[config.mk]
export PLATFORM = sky130hd
export DESIGN_NAME = counter_seq_ctrl
export DESIGN_NICKNAME = d
export VERILOG_FILES = /design/src/rtl/counter_seq_ctrl.sv
export SDC_FILE = /design/constraint.sdc
export NUM_CORES = 1
export LEC_CHECK = 0
export ABC_AREA = 1
export CORE_UTILIZATION = 45
export DETAILED_ROUTE_END_ITERATION = 10
export HOLD_SLACK_MARGIN = 0.08
export PLACE_DENSITY = 0.75
export SETUP_SLACK_MARGIN = 0.3
export SYNTH_ARGS = -nofsm -noshare
export SYNTH_HDL_FRONTEND = slang
export SYNTH_SLANG_ARGS = --single-unit
[constraint.sdc]
create_clock -name clk -period 1.1 [get_ports clk]
set_input_delay 0.11 -clock clk [delete_from_list [all_inputs] [get_ports clk]]
set_output_delay 0.11 -clock clk [all_outputs]
set_load 0.1 [all_outputs]
[src/rtl/counter_seq_ctrl.sv]
// counter_seq_ctrl: bounded, prescaled up-counter sequencer with start/stop/hold control
module counter_seq_ctrl #(
  parameter int WIDTH = 4,
  parameter int PRE_W = 4
) (
  input  logic             clk,
  input  logic             reset,
  input  logic             cfg_valid,
  output logic             cfg_ready,
  input  logic [WIDTH-1:0] cfg_limit,
  input  logic [PRE_W-1:0] cfg_prescale,
  input  logic             cfg_periodic,
  input  logic             start,
  input  logic             stop,
  input  logic             hold,
  output logic [WIDTH-1:0] count,
  output logic             busy,
  output logic             paused,
  output logic             tick,
  output logic             done
);
  typedef enum logic [1:0] {IDLE, RUN, PAUSE} state_t;
  state_t state;
  logic [WIDTH-1:0] lim;
  logic [PRE_W-1:0] psc;
  logic [PRE_W-1:0] pre;
  logic per;
  assign cfg_ready = state == IDLE;
  assign busy = state != IDLE;
  assign paused = state == PAUSE;
  // Sequencer: config capture in IDLE, then stop > hold > step; resuming from PAUSE steps on the same edge
  always_ff @(posedge clk or posedge reset) begin
    if (reset) begin
      state <= IDLE;
      count <= '0;
      pre <= '0;
      tick <= 1'b0;
      done <= 1'b0;
      lim <= '1;
      psc <= '0;
      per <= 1'b1;
    end else begin
      tick <= 1'b0;
      done <= 1'b0;
      if (state == IDLE) begin
        if (cfg_valid) begin
          lim <= cfg_limit;
          psc <= cfg_prescale;
          per <= cfg_periodic;
        end
        if (start) begin
          state <= RUN;
          count <= '0;
          pre <= '0;
        end
      end else if (stop) begin
        state <= IDLE;
        count <= '0;
        pre <= '0;
      end else if (hold) begin
        state <= PAUSE;
      end else begin
        state <= RUN;
        if (pre != psc) begin
          pre <= pre + 1'b1;
        end else begin
          pre <= '0;
          if (count != lim) begin
            count <= count + 1'b1;
          end else begin
            tick <= 1'b1;
            if (per) begin
              count <= '0;
            end else begin
              done <= 1'b1;
              state <= IDLE;
            end
          end
        end
      end
    end
  end
endmodule
==> metrics.yaml <==
clock_tree:
  cts_tree: "yes"
  ctsHoldBuffers: 0
  clock_path_buffers: 2
  worstSkewPairLatency_ps: 310
  cts_made_buffers: 3
  cts_max_level: 1
  cts.sinks: 21
  cts.clk_slew.worst_paths_ps: 130
  root_buffer: "clkbuf_4"
setup_path:
  cp_cell_sequence: "nor2_4 -> buf_4 -> nor2_4 -> nand2_4 -> inv_6 -> nor2_8 -> nand3_4 -> nand2_1 -> nand2_1"
  cp-startpoint: "state[0]"
  path_max_fanout: 5
  crit_path_end_kind: "flop"
  critPathSlowestCell: "dfrtp_1"
  cp_top_family: "simple AND/OR/NAND/NOR gates"
  critPathBufInv: 2
  r2r_start: "state[0]"
  worstPathArrival_ps: 1640
  startpoint_type: "flop"
  cp.required_ps: 1310
  critical-path-max-stage-delay_ps: 430
  path_class: "reg2reg"
global_routing:
  grt_pass1_vias: 1243
  met1_usage_pct: 33.5
  grt_pass1_wl_mm: 5.51
  antenna_found_initial: 0
  track_usage_pct: 27.8
  use_met3_pct: 2.61
  grt_max_degree: 22
  busiest_layer: "met2"
  grtUsageMet2_pct: 51.1
  grt-ovfl-total: 0
synthesis:
  syn-mean-instance-area_sq_um: 7.76
  yosys-top-cells-area: "dfrtp_1 35%, nand2_1 15%, dfstp_2 12%"
  synth_area_sq_um: 1140
  synthDominantCellAreaShare_pct: 35.1
  yosysTopAreaCell: "dfrtp_1"
  syn-num-nets: 164
  ys_warn_count: 0
  synth.distinct_cells: 22
  syn_inst: 147
  ys_ff_latch: 21
  seq_area_frac_synth_pct: 46.6
timing:
  tns_ps: -6120
  period_needed_ps: 1440
  rsz0062_at_grt: "yes"
  maxSlewHeadroom_pct: 81.8
  setup_slack_ps: -335
  hold_violations: 0
  worst_pin_slew_ps: 271
  finalSetupViolCount: 27
  finalClockSkew_ps: 7.34
  slew_violations: 0
  max_freq_ghz: 0.697
  fin_crit_sh_pct: 130
status:
  status: "finished, violations left"
  violations: "setup timing"
die:
  io_pins: 24
  fp-row-count: 17
  die_area_sq_um: 2740
  die_x_um: 52.4
  fp.dieH_um: 52.4
  core-area_sq_um: 2300
  start_util_pct: 49.7
detailed_routing:
  via_per_inst: 5.60
  wl_per_cell_um: 18.3
  dr.pass1.iters: 5
  drc: 0
  wl_mm: 4.49
  drt_iter0_drc: 52
  postRouteAntennaNets: 0
  num_vias: 1371
layout:
  final-instance-count-excl-fill: 245
  fillers: 85
  nNetsFinal: 235
  post-route-util_pct: 92.6
  antenna_cells_inserted: 0
  syn_to_final_growth_pct: 86.4
  final_cell_mix: "30 x nand2_1, 29 x buf_4, 15 x inv_1"
  multi_input_area_sq_um: 704
  seq_area_sq_um: 549
  postLayoutCellArea_sq_um: 2130
  post_route_cells_drive_above_1_share_pct: 56.2
  final_common_cell: "nand2_1"
place:
  gp_congestion: 0.878
  placed_area_sq_um: 1770
  pre_cts_slack_ps: -281
  dp_cells: 227
  place_hpwl_mm: 2.10
  portBuffers: 23
pwr:
  max-vdd-ir-drop_mv: 1.40
  leakage_nw: 1.01
  power.density_nw_per_um2: 1440
hold_path:
  min_path_type: "in2async"
job:
  maxCapViolCount: 0
synth_stat cells (all sizes together):
| master | count |
|---|---|
| a21oi | 11 |
| nand2 | 47 |
| buf | 1 |
| dfrtp | 16 |
| nor2 | 20 |
| dfstp | 5 |
| nand3 | 11 |
| o21ai | 3 |
| nand4 | 2 |
| ha | 2 |
| xor2 | 2 |
| inv | 23 |
| mux2 | 1 |
| nor3 | 3 |
tightest hold or removal path: cells and delay by family:
family | cells | cell delay (ps)
buf+inv | 3 | 690
cell type report:
type / instances / area share (%)
Multi-Input combinational cell: 103 / 33.1
Tap cell: 28 / 1.65
Timing Repair Buffer: 66 / 33.5
Clock buffer: 4 / 1.24
Inverter: 23 / 4.65
Sequential cell: 21 / 25.8
cells by family after synthesis:
kind of cell	synth area share, %
AOI/OAI and AO/OA	6.47
xor gates and xnor gates	1.54
adders and majority gates	2.19
buffers and inverters	8.22
DFF	46.6
muxes	0.987
and+or+nand+nor	34.0
path summary, 6_finish.rpt:
path / endpoint / slack (ps) / depth (start not counted)
min in group clk: lim[3] / 350 / 3
max: count[0] / -340 / 9
max reg2reg: count[0] / -340 / 9
min: count[3] / 120 / 3
min reg2reg: lim[3] / 590 / 3
max in group asynchronous: lim[2] / 750 / 3
layer usage:
| layer | vias up | wire [um] | part of all wire (%) |
|---|---|---|---|
| li1 | 597 | - | - |
| met1 | 668 | 1720 | 38 |
| met2 | 79 | 2290 | 51 |
| met3 | 27 | 218 | 4.9 |
| met4 | 0 | 252 | 5.6 |
| met5 | - | 0 | 0 |
power by group:
group | internal (mW) | switching [mW] | total, mW
Sequential | 0.921 | 0.0966 | 1.02
Clock | 0.142 | 0.262 | 0.403
Combinational | 0.730 | 0.913 | 1.64
Total | 1.79 | 1.27 | 3.06
stage by stage:
step	power, mW	hold WS [ps]
2_1_floorplan	1.62	82.8
3_3_place_gp	2.15	449
3_5_place_dp	2.19	474
4_1_cts	2.70	145
5_1_grt	3.20	118
6_report	3.06	124
flip-flops by register name, indices dropped and copies added (netlist names):
name	cells
state	2
done	1
tick	1
lim	4
per	1
pre	4
psc	4
count	4
repair_timing:
action / 4_1_cts / 5_1_grt
cloned: 1 / 0
setup buffers: 7 / 6
gates resized for setup: 23 / 46
endpoints found under the setup margin: 30 / 30
pin swaps: 8 / 18
(Power assumes the default switching activity.)
